## config.mk

```make
export PLATFORM = sky130hd
export DESIGN_NAME = oars_scroll_ctrl
export DESIGN_NICKNAME = d
export VERILOG_FILES = /design/src/rtl/oars_pkg.sv /design/src/rtl/oars_scroll_ctrl_tick_gen.sv /design/src/rtl/oars_scroll_ctrl.sv
export SDC_FILE = /design/constraint.sdc
export NUM_CORES = 1
export LEC_CHECK = 0
export BUFFER_PORTS_ARGS = -buffer_cell sky130_fd_sc_hd__buf_2
export CORE_MARGIN = 2
export CORE_UTILIZATION = 61
export DETAILED_ROUTE_END_ITERATION = 10
export GPL_ROUTABILITY_DRIVEN = 0
export PLACE_DENSITY = 0.82
export SETUP_SLACK_MARGIN = 0.4
export SKIP_CTS_REPAIR_TIMING = 1
export SLEW_MARGIN = 5
export SYNTH_ARGS = -nofsm -noshare
export SYNTH_HDL_FRONTEND = slang
export SYNTH_HIERARCHICAL = 1
export SYNTH_SLANG_ARGS = --single-unit
export TNS_END_PERCENT = 100
```

## constraint.sdc

```tcl
create_clock -name CLOCK_50 -period 6.49 [get_ports CLOCK_50]
set_input_delay 0.649 -clock CLOCK_50 [delete_from_list [all_inputs] [get_ports CLOCK_50]]
set_output_delay 0.649 -clock CLOCK_50 [all_outputs]
set_load 0.01 [all_outputs]
```

## src/rtl/oars_pkg.sv

```systemverilog
// Shared constants for the OARS scroller: glyphs, message, position width and run/pause state.
// glyph_at maps (position, digit index) onto the rotating message.
package oars_pkg;

  localparam int NPOS  = 6;
  localparam int POS_W = 3;
  localparam logic [POS_W-1:0] POS_LAST = POS_W'(NPOS - 1);

  // Active-low segments, bit 0 = a ... bit 6 = g.
  localparam logic [0:6] GLYPH_BLANK = 7'b1111111;
  localparam logic [0:6] GLYPH_O     = 7'b0000001;
  localparam logic [0:6] GLYPH_A     = 7'b0001000;
  localparam logic [0:6] GLYPH_R     = 7'b1111010;
  localparam logic [0:6] GLYPH_S     = 7'b0100100;

  localparam logic [0:6] M [0:NPOS-1] = '{GLYPH_BLANK, GLYPH_O, GLYPH_A,
                                         GLYPH_R, GLYPH_S, GLYPH_BLANK};

  typedef enum logic {
    ST_PAUSED = 1'b0,
    ST_RUN    = 1'b1
  } state_e;

  // Digit k (H5 is leftmost) shows message entry (5 - k + p) mod 6.
  function automatic logic [0:6] glyph_at(input logic [POS_W-1:0] p, input int k);
    logic [3:0] s;
    s = 4'(NPOS - 1 - k) + {1'b0, p};
    if (s >= 4'(NPOS)) s = s - 4'(NPOS);
    return M[s[2:0]];
  endfunction

endpackage

```

## src/rtl/oars_scroll_ctrl_tick_gen.sv

```systemverilog
// Scroll-rate divider: counts 0..TICK_DIV-1 while enabled and flags the last count.
// Disabled means the count is forced back to zero, so a restart always begins a full period.
module tick_gen #(
  parameter int TICK_DIV = 50_000_000
) (
  input  logic CLOCK_50,
  input  logic Resetn,
  input  logic en,
  output logic tick
);

  localparam int CW = $clog2(TICK_DIV);
  localparam logic [CW-1:0] LAST = CW'(TICK_DIV - 1);

  logic [CW-1:0] count_q, count_d;

  always_comb begin
    tick    = en && (count_q == LAST);
    count_d = '0;
    if (en && !tick) count_d = count_q + CW'(1);
  end

  always_ff @(posedge CLOCK_50) begin
    if (!Resetn) count_q <= '0;
    else         count_q <= count_d;
  end

endmodule

```

## src/rtl/oars_scroll_ctrl.sv

```systemverilog
// OARS six-digit scroller: button synchronizer, run/pause FSM, wrap-around position
// counter and registered segment drivers that load from the next position.
module oars_scroll_ctrl
  import oars_pkg::*;
#(
  parameter int TICK_DIV = 50_000_000
) (
  input  logic             CLOCK_50,
  input  logic             Resetn,
  input  logic             run,
  input  logic             dir,
  input  logic             step_n,
  output logic [POS_W-1:0] pos,
  output logic [0:6]       H0,
  output logic [0:6]       H1,
  output logic [0:6]       H2,
  output logic [0:6]       H3,
  output logic [0:6]       H4,
  output logic [0:6]       H5
);

  logic sync1_q, sync1_d, sync2_q, sync2_d, edge_q, edge_d;
  logic step_pulse, tick, advance;
  state_e state_q, state_d;
  logic [POS_W-1:0] pos_q, pos_d;
  logic [NPOS-1:0][0:6] h_q, h_d, h_rst;

  tick_gen #(.TICK_DIV(TICK_DIV)) u_tick_gen (
    .CLOCK_50 (CLOCK_50),
    .Resetn   (Resetn),
    .en       (state_q == ST_RUN),
    .tick     (tick)
  );

  // Valid step request: one-cycle pulse on the synchronized falling edge of step_n.
  always_comb begin
    sync1_d    = step_n;
    sync2_d    = sync1_q;
    edge_d     = sync2_q;
    step_pulse = edge_q && !sync2_q;
  end

  always_comb begin
    state_d = state_q;
    case (state_q)
      ST_PAUSED: if (run)  state_d = ST_RUN;
      ST_RUN:    if (!run) state_d = ST_PAUSED;
      default:   state_d = ST_PAUSED;
    endcase
  end

  always_comb begin
    advance = (state_q == ST_RUN) ? tick : step_pulse;
    pos_d   = pos_q;
    if (advance) begin
      if (dir) pos_d = (pos_q == '0) ? POS_LAST : pos_q - POS_W'(1);
      else     pos_d = (pos_q == POS_LAST) ? '0 : pos_q + POS_W'(1);
    end
  end

  // Segments load from pos_d so they change on the same edge as pos.
  for (genvar k = 0; k < NPOS; k++) begin : g_dig
    assign h_d[k]   = glyph_at(pos_d, k);
    assign h_rst[k] = glyph_at(POS_W'(0), k);
  end

  always_ff @(posedge CLOCK_50) begin
    if (!Resetn) begin
      sync1_q <= 1'b1;
      sync2_q <= 1'b1;
      edge_q  <= 1'b1;
      state_q <= ST_PAUSED;
      pos_q   <= '0;
      h_q     <= h_rst;
    end else begin
      sync1_q <= sync1_d;
      sync2_q <= sync2_d;
      edge_q  <= edge_d;
      state_q <= state_d;
      pos_q   <= pos_d;
      h_q     <= h_d;
    end
  end

  assign pos = pos_q;
  assign H0  = h_q[0];
  assign H1  = h_q[1];
  assign H2  = h_q[2];
  assign H3  = h_q[3];
  assign H4  = h_q[4];
  assign H5  = h_q[5];

endmodule

```

# Yosys cells after proc, flatten, opt, wreduce, memory -nomap -nowiden

Memory sizes are Yosys's and may differ from the RTL's. A register that Yosys moved wholly into a read port is not among the register bits.
Cells that the tools add are included.

Register bits after elaboration: 33
Bits in read-only memories: 336
Output and inout port bits: 45
Word-level logic and storage cells: 65
Memories: 6

$add $sub $neg: 14
Order comparisons: 6
Eq/ne operators: 2
Multiplexer cells: 12
Bitwise operators: 6
Reduce and logical (&&, ||, !) cells: 13

Memory list:

| memory           | words | width | read ports | clocked after memory_dff | write ports | RTL line       | source |
|---|---|---|---|---|---|---|---|
| (name not given) | 8     | 7     | 1          | 1                        | 0           | oars_pkg.sv:29 | `return M[s[2:0]];` |
| (name not given) | 8     | 7     | 1          | 1                        | 0           | oars_pkg.sv:29 |  |
| (name not given) | 8     | 7     | 1          | 1                        | 0           | oars_pkg.sv:29 |  |
| (name not given) | 8     | 7     | 1          | 1                        | 0           | oars_pkg.sv:29 |  |
| (name not given) | 8     | 7     | 1          | 1                        | 0           | oars_pkg.sv:29 |  |
| (name not given) | 8     | 7     | 1          | 1                        | 0           | oars_pkg.sv:29 |  |

Operator list:

| cell                    | number |
|---|---|
| $mux W3                 | 10 |
| $add A26 B1 Y26 const B | 1 |
| $eq A26 B26 Y1 const B  | 1 |
| $not A3 Y4              | 6 |
| $ge A4 B3 Y1 const B    | 5 |
| $sub A3 B3 Y3 const B   | 6 |
| $add A2 B3 Y4 const A   | 2 |
| $add A3 B3 Y4 const A   | 2 |
| $logic_not A1 Y1        | 8 |
| $add A1 B3 Y4 const A   | 1 |
| $add A3 B1 Y3 const B   | 1 |
| $eq A3 B3 Y1 const B    | 1 |
| $ge A3 B3 Y1 const B    | 1 |
| $logic_and A1 B1 Y1     | 3 |
| $logic_not A3 Y1        | 1 |
| $sub A3 B1 Y3 const B   | 1 |
| $mux W1                 | 2 |
| $reduce_and A2 Y1       | 1 |

# Longest topological paths before layout

Gate-level depths: netlist of the first run.

Depth after elaboration: 8
Depth in mapped cells: 19

# Hierarchy

Netlist of the first run, hierarchy kept.

By module, submodules not included:

| module           | instances | cells an instance | area an instance (sq um) |
|---|---|---|---|
| oars_scroll_ctrl | 1         | 244               | 2127.0 |
| tick_gen         | 1         | 147               | 1242.4 |

# Worst setup path after synthesis of the first run

Ideal clock, no wire load.

Path type: register to register
Start point: register u_tick_gen.count_q[18]
End point: register h_q (netlist bit H0[3])
Setup time: 0.116 ns
Arrival: 3.747 ns
Required time: 6.374 ns
Path slack: 2.626 ns
Stages on the path, launching flop included: 18
Cell sequence: dfxtp_1 -> nor4_1 -> nand4_1 -> nor4_1 -> nand2_1 -> a221oi_4 -> or2_4 -> inv_2 -> buf_6 -> buf_2 -> ha_1 -> clkbuf_1 -> clkbuf_1 -> a22o_1 -> ha_1 -> o21a_1 -> o31ai_2 -> a41o_1

Cells in the longest elaborated chain, start to end: 8
Elaborated cells on any way between the ends: 9
Those cells by class: 2 x add/sub; 1 x order compare; 1 x eq/ne; 3 x mux; 1 x bitwise; 1 x reduce/logical

Ends and longest elaborated chain:

| what                                                 | RTL line                        | source |
|---|---|---|
| from (decl)                                          | oars_scroll_ctrl_tick_gen.sv:15 | `logic [CW-1:0] count_q, count_d;` |
| from (signal assigned)                               | oars_scroll_ctrl_tick_gen.sv:25 | `else count_q <= count_d;` |
| $eq A26 B26 Y1 *                                     | oars_scroll_ctrl_tick_gen.sv:18 | `tick = en && (count_q == LAST);` |
| $logic_and A1 B1 Y1 *                                | oars_scroll_ctrl_tick_gen.sv:18 |  |
| net tick                                             | oars_scroll_ctrl.sv:23          | `logic step_pulse, tick, advance;` |
| $mux W1 *                                            | oars_scroll_ctrl.sv:53          | `advance = (state_q == ST_RUN) ? tick : step_pulse;` |
| $mux W3 *                                            | oars_scroll_ctrl.sv:55          | `if (advance) begin` |
| net pos_d[0]                                         | oars_scroll_ctrl.sv:25          | `logic [POS_W-1:0] pos_q, pos_d;` |
| $add A3 B3 Y4 *                                      | oars_pkg.sv:27                  | `s = 4'(NPOS - 1 - k) + {1'b0, p};` |
| $ge A4 B3 Y1 / $sub A3 B3 Y3 (equally long branches) | oars_pkg.sv:28                  | `if (s >= 4'(NPOS)) s = s - 4'(NPOS);` |
| $mux W3 *                                            | oars_pkg.sv:28                  |  |
| $not A3 Y4 (implied by the code) *                   | oars_pkg.sv:29                  |  |
| to (decl)                                            | oars_scroll_ctrl.sv:26          | `logic [NPOS-1:0][0:6] h_q, h_d, h_rst;` |

Mark *: on every way through the listed nets, which the timed path passes. The rest lies on a longest branch.
A chain may end at the register's enable or synchronous reset.

# Worst setup path in the final report of the first run

Start point: register u_tick_gen.count_q[18]
End point: register h_q (netlist bit H0[3])

Cells in the longest elaborated chain, start to end: 8
Elaborated cells on any way between the ends: 9
Those cells by class: 2 x add/sub; 1 x order compare; 1 x eq/ne; 3 x mux; 1 x bitwise; 1 x reduce/logical

Ends and longest elaborated chain:

| what                                                 | RTL line |
|---|---|
| $eq A26 B26 Y1 *                                     | oars_scroll_ctrl_tick_gen.sv:18 |
| $logic_and A1 B1 Y1 *                                | oars_scroll_ctrl_tick_gen.sv:18 |
| net tick                                             | oars_scroll_ctrl.sv:23 |
| $mux W1 *                                            | oars_scroll_ctrl.sv:53 |
| $mux W3 *                                            | oars_scroll_ctrl.sv:55 |
| $add A3 B3 Y4 *                                      | oars_pkg.sv:27 |
| $ge A4 B3 Y1 / $sub A3 B3 Y3 (equally long branches) | oars_pkg.sv:28 |
| $mux W3 *                                            | oars_pkg.sv:28 |
| $not A3 Y4 (implied by the code) *                   | oars_pkg.sv:29 |

Marks and branches as above.

==> run summary, run 1 <==
outcome -> finished, final reports clean
most used routing layer in global routing -> met2
proportion of netlist area held by the largest area contributor -> 37.4%
sum of buffers and inverters on the critical path -> 1
aggregate negative setup slack -> 0 ns
TritonCTS buffer count -> 9
vias in the first global route -> 2484
H-Tree Level Count -> 3
floorplan row count -> 27
Worst Clk Skew -> 0.00839 ns
Startpoint Class -> register
Worst Hold Class -> register to register
met1 usage -> 31.4%
final count of pins violating max slew -> 0
detailed-router iteration count before antenna repair -> 5
global routing usage summed across all routing layers -> 23.0%
critical path fanouts, max -> 25
drt first-iter violations -> 237
Final #Nets -> 439
number of nets produced by synthesis -> 412
clock root buffer -> sky130_fd_sc_hd__clkbuf_8
deepest clock path buffer count -> 2
final setup margin -> 2.14 ns
Clk Latency, worst-skew pair -> 0.34 ns
cell area after placement -> 3510 um2
number of synthesized flops with an enable pin -> 0
global routing met2 resource utilization -> 35.6%
total number of vias -> 2869
Post-DP HPWL -> 4.70 mm
slack of the worst reg-to-reg path -> 2.14 ns
number of cells traversed by the worst hold path -> 1
initial core utilization -> 62.3%
Die Footprint -> 6130 um2
final number of hold-violating endpoints -> 0
synthesis-to-finish area growth -> 9.91%
TritonCTS clock tree -> built
share of flip-flops with an asynchronous set or reset -> 0%
max-cap violations -> 0
top cell types by occurrence after synthesis -> sky130_fd_sc_hd__dfxtp_1 (63), sky130_fd_sc_hd__nor2_1 (35), sky130_fd_sc_hd__nand2_1 (31)
destination of the worst hold path -> edge_d
arrival time at the worst endpoint -> 4.63 ns
met3 Use GR -> 5.06%
Routed Antenna Nets -> 0
average size of a mapped cell -> 8.62 um2
Top FF cell, synth -> sky130_fd_sc_hd__dfxtp_1
fraction of final layout cells with drive strength greater than 1 -> 20.1%
total number of yosys warnings -> 6
number of antenna violations at the first check in global routing -> 0
number of cells on the worst reg-to-reg path -> 14
count of unique library cells instantiated by Yosys -> 67
Power, Total -> 0.862 mW
Static Leakage -> 1.38 nW
Setup crit start -> u_tick_gen/count_q[18]
longest individual stage delay on the worst path -> 0.81 ns
Syn Std Cell Area -> 3370 um2
global-route wire length before repair -> 11.3 mm
DR WL/cell -> 13.8 um
flops & latches, synth -> 63
cell area after layout -> 3700 um2
Hold Path Origin -> sync1_q
cell accounting for the most synthesized area -> sky130_fd_sc_hd__dfxtp_1
unrepaired setup endpoints after global routing -> false
critical path class -> register to register
cells after synthesis -> 391
clock slew seen by the registers of the worst setup and hold paths -> 0.07 ns
endpoint type of the worst setup path -> register
CP delay by family, top -> simple AND/OR/NAND/NOR gates
core footprint -> 5410 um2
Max Fclk -> 230 MHz
Relative slew margins -> 53.0%
number of placed I/O pins -> 50
top post-synthesis cells by area -> sky130_fd_sc_hd__dfxtp_1 (37%), sky130_fd_sc_hd__ha_1 (5.9%), sky130_fd_sc_hd__a21oi_1 (4.5%), sky130_fd_sc_hd__nor2_1 (3.9%), sky130_fd_sc_hd__nand2_1 (3.5%)
power per standard cell area -> 233 nW/um2
number of antenna cells inserted -> 0
die boundary height -> 78.3 um
number of I/O port buffers -> 49
final hold slack -> 0.415 ns
slowest stage cell, crit path -> sky130_fd_sc_hd__ha_1
reg2reg end -> H0[3]
Period minus WS final -> 4.35 ns
via/cell ratio -> 5.81
Sinks on Clock Net -> 63
Setup Viol. Count Final -> 0
DRC violation count after routing -> 0
launch point of the worst reg-to-reg path -> u_tick_gen/count_q[18]
pin count of the biggest net entering global routing -> 26
Peak supply drop -> 0.162 mV
dpl ws -> 2.21 ns
worst-margin pin slew -> 0.704 ns
portion of the post-synthesis area used by sequential elements -> 37.4%
crit share post-route -> 67.0%
cell chain of the critical path -> nor4_1, nand4_1, nor4_1, nand2_1, a221oi_4, or2_4, inv_2, ha_1, nor2_1, a22o_1, ha_1, o21a_1, o31ai_2, a41o_1
data required time of the worst path -> 6.77 ns
total congestion overflow after global routing -> 0
Detailed Route WL -> 6.81 mm
horizontal extent of the die -> 78.3 um
most instantiated library cell after synthesis -> sky130_fd_sc_hd__dfxtp_1
==> worst max-delay path by stage <==
| stage | to | slack, ns | cells after the start |
|---|---|---|---|
| after floorplan | H0[3] | 2.63 | 17 |
| after CTS | H0[3] | 2.21 | 14 |
| after detailed placement | H0[3] | 2.21 | 14 |
| after global routing | H0[3] | 1.81 | 14 |
| after global placement | H0[3] | 2.41 | 14 |
| final | H0[3] | 2.14 | 14 |
==> routing by layer <==
layer / vias up / routed length (um) / share of wire [%]
met4: 0 / 91 / 1.3
met2: 91 / 3130 / 46
li1: 1453 / - / -
met1: 1317 / 3210 / 47
met3: 8 / 375 / 5.5
met5: - / 0 / 0
==> cells in the final DEF, fill, tap and decap left out, types with 6 or more instances in the layout <==
cell type / instances
sky130_fd_sc_hd__dfxtp_1: 63
sky130_fd_sc_hd__buf_2: 49
sky130_fd_sc_hd__nor2_1: 35
sky130_fd_sc_hd__nand2_1: 31
sky130_fd_sc_hd__a21oi_1: 30
sky130_fd_sc_hd__o21ai_0: 18
sky130_fd_sc_hd__nand3_1: 17
sky130_fd_sc_hd__ha_1: 16
sky130_fd_sc_hd__inv_1: 14
sky130_fd_sc_hd__nand4_1: 11
sky130_fd_sc_hd__clkbuf_8: 11
sky130_fd_sc_hd__xnor2_1: 10
sky130_fd_sc_hd__or3_1: 8
sky130_fd_sc_hd__nor3_1: 7
sky130_fd_sc_hd__and3_1: 6
sky130_fd_sc_hd__nor4_1: 6
==> report_power, final <==
| group | internal (mW) | switching (mW) | leakage (nW) |
|---|---|---|---|
| Clock | 0.196 | 0.142 | 0.0985 |
| Combinational | 0.0448 | 0.0692 | 0.773 |
| Sequential | 0.403 | 0.00732 | 0.513 |
==> cells by family after synthesis <==
kind of cell	Yosys count	share of synthesized area, %
XOR/XNOR	16	4.72
flip-flops	63	37.4
multiplexers	3	0.891
AO/OA/AOI/OAI	86	17.3
buffers and inverters	51	8.10
AND/OR/NAND/NOR	156	25.6
adder cells (fa/ha/maj)	16	5.94
==> registers in the layout (all words and copies together), names as in the netlist <==
| signal | cells |
|---|---|
| H0 | 5 |
| H1 | 5 |
| H2 | 5 |
| H3 | 5 |
| H4 | 5 |
| H5 | 5 |
| edge_d | 1 |
| edge_q | 1 |
| pos | 3 |
| state_q | 1 |
| sync1_q | 1 |
| u_tick_gen/count_q | 26 |
==> metrics by stage <==
stage          std cells  util, %
2_1_floorplan        391        -
3_3_place_gp         479     64.9
3_5_place_dp         479     64.9
4_1_cts              494     68.5
5_1_grt              494     68.5
6_report             494     68.5
==> worst register-to-register path, stage by stage, from the launching register on <==
cell and delay [ns]:
sky130_fd_sc_hd__dfxtp_1 0.37, sky130_fd_sc_hd__nor4_1 0.29, sky130_fd_sc_hd__nand4_1 0.19, sky130_fd_sc_hd__nor4_1 0.36, sky130_fd_sc_hd__nand2_1 0.19, sky130_fd_sc_hd__a221oi_4 0.34
sky130_fd_sc_hd__or2_4 0.32, sky130_fd_sc_hd__inv_2 0.22, sky130_fd_sc_hd__ha_1 0.81, sky130_fd_sc_hd__nor2_1 0.15, sky130_fd_sc_hd__a22o_1 0.27, sky130_fd_sc_hd__ha_1 0.22
sky130_fd_sc_hd__o21a_1 0.13, sky130_fd_sc_hd__o31ai_2 0.22, sky130_fd_sc_hd__a41o_1 0.21
==> layout make-up <==
cell class | instances | area [um2]
Clock inverter | 3 | 42.5
Timing Repair Buffer | 50 | 253
Fill cell | 445 | 1700
Clock buffer | 12 | 155
Multi-Input combinational cell | 277 | 1840
Tap cell | 72 | 90.1
Inverter | 17 | 66.3
Sequential cell | 63 | 1260
No activity file was read; power rests on OpenSTA's default activity.
==> run 2: changes to the inputs <==
--- a/config.mk
+++ b/config.mk
@@ -7,10 +7,10 @@
 export LEC_CHECK = 0
 export BUFFER_PORTS_ARGS = -buffer_cell sky130_fd_sc_hd__buf_2
 export CORE_MARGIN = 2
-export CORE_UTILIZATION = 61
+export CORE_UTILIZATION = 51
 export DETAILED_ROUTE_END_ITERATION = 10
 export GPL_ROUTABILITY_DRIVEN = 0
-export PLACE_DENSITY = 0.82
+export PLACE_DENSITY = 0.72
 export SETUP_SLACK_MARGIN = 0.4
 export SKIP_CTS_REPAIR_TIMING = 1
 export SLEW_MARGIN = 5
==> constraint.sdc (replaced) <==
create_clock -name CLOCK_50 -period 4 [get_ports CLOCK_50]
set_input_delay 0.4 -clock CLOCK_50 [delete_from_list [all_inputs] [get_ports CLOCK_50]]
set_output_delay 0.4 -clock CLOCK_50 [all_outputs]
set_load 0.01 [all_outputs]
==> run summary, run 2 (synthesized netlist as in run 1, its figures left out) <==
outcome -> finished, final reports clean (unchanged)
utilization after layout -> 59.6% (was 68.5%)
Hold Path Origin -> step_n (was sync1_q)
Startpoint Class -> register (unchanged)
Static Leakage -> 1.45 nW (was 1.38 nW)
Clk Latency, worst-skew pair -> 0.34 ns (about the same)
arrival time at the worst endpoint -> 3.65 ns (was 4.63 ns)
DRC violation count after routing -> 0 (unchanged)
commonest non-fill, non-tap cells in the layout -> sky130_fd_sc_hd__dfxtp_1 (62), sky130_fd_sc_hd__buf_2 (49), sky130_fd_sc_hd__nor2_1 (35), sky130_fd_sc_hd__nand2_1 (31), sky130_fd_sc_hd__a21oi_1 (30) (was sky130_fd_sc_hd__dfxtp_1 (63), sky130_fd_sc_hd__buf_2 (49), sky130_fd_sc_hd__nor2_1 (35), sky130_fd_sc_hd__nand2_1 (31), sky130_fd_sc_hd__a21oi_1 (30))
total number of vias -> 2909 (was 2869)
Worst Clk Skew -> 0.0131 ns (was 0.00839 ns)
Setup crit start -> u_tick_gen/count_q[12] (was u_tick_gen/count_q[18])
Detailed Route WL -> 7.28 mm (was 6.81 mm)
count of fill cells added during filler insertion -> 580 (was 445)
worst-margin pin slew -> 0.754 ns (was 0.704 ns)
critical path class -> register to register (unchanged)
initial core utilization -> 52.8% (was 62.3%)
clock root buffer -> sky130_fd_sc_hd__clkbuf_8 (unchanged)
number of placed I/O pins -> 50 (unchanged)
pin count of the biggest net entering global routing -> 26 (unchanged)
launch point of the worst reg-to-reg path -> u_tick_gen/count_q[12] (was u_tick_gen/count_q[18])
TritonCTS buffer count -> 9 (unchanged)
critical path fanouts, max -> 9 (was 25)
TritonCTS clock tree -> built (unchanged)
max-cap violations -> 0 (unchanged)
Routed Antenna Nets -> 0 (unchanged)
crit share post-route -> 84.4% (was 67.0%)
unrepaired setup endpoints after global routing -> false (unchanged)
endpoint type of the worst setup path -> register (unchanged)
H-Tree Level Count -> 3 (unchanged)
deepest clock path buffer count -> 2 (unchanged)
flip-flop count of the largest register after layout -> 26 (unchanged)
Max Fclk -> 296 MHz (was 230 MHz)
Sinks on Clock Net -> 63 (unchanged)
global routing usage summed across all routing layers -> 19.7% (was 23.0%)
clock slew seen by the registers of the worst setup and hold paths -> 0.06 ns (was 0.07 ns)
total congestion overflow after global routing -> 0 (unchanged)
DR WL/cell -> 14.2 um (was 13.8 um)
fraction of final layout cells with drive strength greater than 1 -> 23.2% (was 20.1%)
most common cell after layout, fill and taps aside -> sky130_fd_sc_hd__dfxtp_1 (unchanged)
via/cell ratio -> 5.68 (was 5.81)
aggregate negative setup slack -> 0 ns (unchanged)
number of I/O port buffers -> 49 (unchanged)
core footprint -> 6390 um2 (was 5410 um2)
Peak supply drop -> 0.202 mV (was 0.162 mV)
Setup Viol. Count Final -> 0 (unchanged)
synthesis-to-finish area growth -> 12.9% (was 9.91%)
data required time of the worst path -> 4.28 ns (was 6.77 ns)
power per standard cell area -> 346 nW/um2 (was 233 nW/um2)
register ranked first by flip-flop count -> u_tick_gen/count_q (unchanged)
final number of hold-violating endpoints -> 0 (unchanged)
vias in the first global route -> 2523 (was 2484)
global-route wire length before repair -> 11.6 mm (was 11.3 mm)
drt first-iter violations -> 199 (was 237)
Relative slew margins -> 49.7% (was 53.0%)
die boundary height -> 85.3 um (was 78.3 um)
horizontal extent of the die -> 85.3 um (was 78.3 um)
Final #Nets -> 454 (was 439)
Die Footprint -> 7270 um2 (was 6130 um2)
Worst Hold Class -> primary input to register (was register to register)
number of antenna violations at the first check in global routing -> 0 (unchanged)
Power, Total -> 1.31 mW (was 0.862 mW)
floorplan row count -> 29 (was 27)
detailed-router iteration count before antenna repair -> 5 (unchanged)
number of antenna cells inserted -> 0 (unchanged)
Period minus WS final -> 3.38 ns (was 4.35 ns)
final count of pins violating max slew -> 0 (unchanged)
Post-DP HPWL -> 4.89 mm (was 4.70 mm)
run 2: where the power goes:
| group | leakage, nW | internal (mW) | switching, mW |
|---|---|---|---|
| Combinational | 0.852 | 0.0855 | 0.117 |
| Sequential | 0.513 | 0.654 | 0.0113 |
| Clock | 0.0809 | 0.229 | 0.218 |
| Total | 1.45 | 0.968 | 0.346 |
run 2: per-stage QoR:
stage	instances	hold slack (ns)	worst slack [ns]	instance area, um2
detailed placement	489	0.398	0.411	3560
global route	512	0.246	0.385	3800
floorplan	391	0.386	0.407	3390
finish	512	0.244	0.625	3800
global placement	489	0.389	0.562	3560
CTS	502	0.236	0.368	3710
run 2: worst paths after layout:
kind,to,cells past startpoint,slack (ns)
worst max-delay path,H0[3],15,0.62
worst min-delay path,sync1_q,2,0.24
worst max register to register,H0[3],15,0.62
worst min register to register,edge_d,1,0.41
run 2: critical path, stage by stage (launching register included):
cell and delay [ns]:
sky130_fd_sc_hd__dfxtp_1 0.42, sky130_fd_sc_hd__and4_1 0.27, sky130_fd_sc_hd__nand4_1 0.20, sky130_fd_sc_hd__nor4_2 0.34, sky130_fd_sc_hd__nand2_1 0.18, sky130_fd_sc_hd__a221oi_4 0.32
sky130_fd_sc_hd__or2_4 0.18, sky130_fd_sc_hd__inv_2 0.05, sky130_fd_sc_hd__ha_4 0.20, sky130_fd_sc_hd__nor2_1 0.10, sky130_fd_sc_hd__o21ai_0 0.08, sky130_fd_sc_hd__a22o_1 0.24
sky130_fd_sc_hd__ha_1 0.22, sky130_fd_sc_hd__o21a_1 0.12, sky130_fd_sc_hd__o31ai_2 0.21, sky130_fd_sc_hd__a41o_1 0.18
run 2: area by class of cell:
type                            count  area, um2  share of cell area [%]
Multi-Input combinational cell    277       1860                    48.9
Sequential cell                    63       1260                    33.2
Timing Repair Buffer               65        365                    9.61
Clock buffer                       11        141                    3.72
Tap cell                           77       96.3                    2.53
Inverter                           17       66.3                    1.74
Clock inverter                      2       10.0                   0.263
run 2: metal layers:
metal / routed length (um) / track usage, %
met1: 3420 / 27.0
met2: 3310 / 30.2
met3: 448 / 4.38
met5: 0 / 0
met4: 101 / 7.65
==> run 3: changes to the inputs <==
==> constraint.sdc (replaced) <==
create_clock -name CLOCK_50 -period 2.9 [get_ports CLOCK_50]
set_input_delay 0.29 -clock CLOCK_50 [delete_from_list [all_inputs] [get_ports CLOCK_50]]
set_output_delay 0.29 -clock CLOCK_50 [all_outputs]
set_load 0.01 [all_outputs]
==> run summary, run 3 (synthesized netlist as in run 1, its figures left out) <==
total net switching power -> 0.520 mW (was 0.346 mW)
count of fill cells added during filler insertion -> 473 (was 580)
fin cells -> 573 (was 512)
DR WL/cell -> 14.9 um (was 14.2 um)
Setup Viol. Count Final -> 13 (was 0)
Worst Clk Skew -> 0.00683 ns (was 0.0131 ns)
Power, Total -> 1.95 mW (was 1.31 mW)
Detailed Route WL -> 8.55 mm (was 7.28 mm)
Relative slew margins -> 62.3% (was 49.7%)
sum of buffers and inverters on the critical path -> 1 (unchanged)
crit share post-route -> 106% (was 84.4%)
unrepaired setup endpoints after global routing -> true (was false)
placed instance count -> 544 (was 489)
TritonCTS clock tree -> built (unchanged)
Peak supply drop -> 0.356 mV (was 0.202 mV)
Period minus WS final -> 3.08 ns (was 3.38 ns)
most frequent cell on the critical path -> sky130_fd_sc_hd__nor4_2
Clk Latency, worst-skew pair -> 0.34 ns (about the same)
fraction of final layout cells with drive strength greater than 1 -> 39.5% (was 23.2%)
clock root buffer -> sky130_fd_sc_hd__clkbuf_8 (unchanged)
critical path class -> register to register (unchanged)
dpl ws -> -0.167 ns (was 0.411 ns)
initial core utilization -> 52.8% (unchanged)
final setup margin -> -0.180 ns (was 0.625 ns)
global routing met2 resource utilization -> 33.0% (was 30.2%)
sequential power share -> 46.8% (was 50.6%)
final count of pins violating max slew -> 0 (unchanged)
total number of vias -> 3244 (was 2909)
global routing usage summed across all routing layers -> 22.4% (was 19.7%)
number of I/O port buffers -> 49 (unchanged)
Setup crit start -> u_tick_gen/count_q[10] (was u_tick_gen/count_q[12])
power per standard cell area -> 429 nW/um2 (was 346 nW/um2)
clock slew seen by the registers of the worst setup and hold paths -> 0.07 ns (was 0.06 ns)
Comb pwr share -> 18.5% (was 15.4%)
via/cell ratio -> 5.66 (was 5.68)
Hold Path Origin -> step_n (unchanged)
die boundary height -> 85.3 um (unchanged)
outcome -> finished with violations (was finished, final reports clean)
met1 usage -> 31.4% (was 27.0%)
Startpoint Class -> register (unchanged)
CP delay by family, top -> simple AND/OR/NAND/NOR gates (unchanged)
met3 Use GR -> 5.35% (was 4.38%)
DRC violation count after routing -> 0 (unchanged)
Post-DP HPWL -> 5.63 mm (was 4.89 mm)
cell area after layout -> 4560 um2 (was 3800 um2)
core footprint -> 6390 um2 (unchanged)
global-route wire length before repair -> 13.0 mm (was 11.6 mm)
data required time of the worst path -> 3.18 ns (was 4.28 ns)
most used routing layer in global routing -> met2 (unchanged)
Final #Nets -> 515 (was 454)
floorplan row count -> 29 (unchanged)
number of placed I/O pins -> 50 (unchanged)
final number of hold-violating endpoints -> 0 (unchanged)
max-cap violations -> 0 (unchanged)
Routed Antenna Nets -> 0 (unchanged)
flip-flop count of the largest register after layout -> 26 (unchanged)
critical path fanouts, max -> 3 (was 9)
number of antenna cells inserted -> 0 (unchanged)
pin count of the biggest net entering global routing -> 27 (was 26)
Sinks on Clock Net -> 63 (unchanged)
register ranked first by flip-flop count -> u_tick_gen/count_q (unchanged)
longest individual stage delay on the worst path -> 0.33 ns (was 0.42 ns)
launch point of the worst reg-to-reg path -> u_tick_gen/count_q[10] (was u_tick_gen/count_q[12])
number of antenna violations at the first check in global routing -> 0 (unchanged)
endpoint type of the worst setup path -> register (unchanged)
cell chain of the critical path -> nor4_2, nand4_1, nor4_2, nand2_1, a221oi_4, or2_4, inv_4, ha_4, nor2_2, a22o_1, ha_2, o21a_1, o31ai_2, a41o_1 (was and4_1, nand4_1, nor4_2, nand2_1, a221oi_4, or2_4, inv_2, ha_4, nor2_1, o21ai_0, a22o_1, ha_1, o21a_1, o31ai_2, a41o_1)
final hold slack -> 0.129 ns (was 0.244 ns)
Die Footprint -> 7270 um2 (unchanged)
worst-margin pin slew -> 0.560 ns (was 0.754 ns)
synthesis-to-finish area growth -> 35.2% (was 12.9%)
most common cell after layout, fill and taps aside -> sky130_fd_sc_hd__buf_4 (was sky130_fd_sc_hd__dfxtp_1)
Static Leakage -> 1.81 nW (was 1.45 nW)
violated checks -> setup timing
Net Sw Frac -> 26.6% (was 26.3%)
Max Fclk -> 325 MHz (was 296 MHz)
total congestion overflow after global routing -> 0 (unchanged)
Clock Power Share -> 34.7% (was 34.0%)
Worst Hold Class -> primary input to register (unchanged)
commonest non-fill, non-tap cells in the layout -> sky130_fd_sc_hd__buf_4 (67), sky130_fd_sc_hd__dfxtp_1 (59), sky130_fd_sc_hd__buf_2 (50), sky130_fd_sc_hd__nor2_1 (31) (was sky130_fd_sc_hd__dfxtp_1 (62), sky130_fd_sc_hd__buf_2 (49), sky130_fd_sc_hd__nor2_1 (35), sky130_fd_sc_hd__nand2_1 (31), sky130_fd_sc_hd__a21oi_1 (30))
drt first-iter violations -> 225 (was 199)
horizontal extent of the die -> 85.3 um (unchanged)
TritonCTS buffer count -> 9 (unchanged)
H-Tree Level Count -> 3 (unchanged)
Power Internal -> 1.43 mW (was 0.968 mW)
deepest clock path buffer count -> 2 (unchanged)
detailed-router iteration count before antenna repair -> 4 (was 5)
arrival time at the worst endpoint -> 3.36 ns (was 3.65 ns)
slowest stage cell, crit path -> sky130_fd_sc_hd__dfxtp_2 (was sky130_fd_sc_hd__dfxtp_1)
cell area after placement -> 4070 um2 (was 3560 um2)
vias in the first global route -> 2810 (was 2523)
==> run 3: worst paths after layout <==
kind              endpoint  slack (ns)  cells past startpoint
hold / removal     sync1_q        0.13                      2
hold reg to reg     edge_d        0.41                      1
setup / recovery     H0[3]       -0.18                     14
setup reg to reg     H0[3]       -0.18                     14
==> run 3: through the flow <==
| step | setup TNS, ns | util [%] |
|---|---|---|
| 6_report | -0.760 | 71.3 |
| 5_1_grt | -2.94 | 71.3 |
| 4_1_cts | -1.02 | 66.5 |
| 3_5_place_dp | -0.688 | 63.8 |
| 3_3_place_gp | -0.0432 | 63.8 |
| 2_1_floorplan | -1.48 | - |
==> run 3: layout make-up <==
| cell class | instances | area [um2] | area share (%) |
|---|---|---|---|
| Clock inverter | 1 | 5.00 | 0.110 |
| Clock buffer | 12 | 165 | 3.63 |
| Tap cell | 77 | 96.3 | 2.11 |
| Multi-Input combinational cell | 277 | 2070 | 45.4 |
| Inverter | 17 | 82.6 | 1.81 |
| Sequential cell | 63 | 1270 | 27.8 |
| Timing Repair Buffer | 126 | 872 | 19.1 |
==> run 3: layer usage <==
layer	up-vias	routed length (um)
met5	-	0
met4	0	204
met3	18	484
met2	94	3950
met1	1527	3910
li1	1605	-
==> run 3: power groups by stage <==
| stage | clock network [mW] | registers, mW | logic (mW) |
|---|---|---|---|
| 2_1_floorplan | 0 | 0.952 | 0.205 |
| 3_3_place_gp | 0 | 0.932 | 0.299 |
| 3_5_place_dp | 0 | 0.933 | 0.305 |
| 4_1_cts | 0.694 | 0.914 | 0.306 |
| 5_1_grt | 0.744 | 0.916 | 0.391 |
| 6_report | 0.677 | 0.914 | 0.362 |
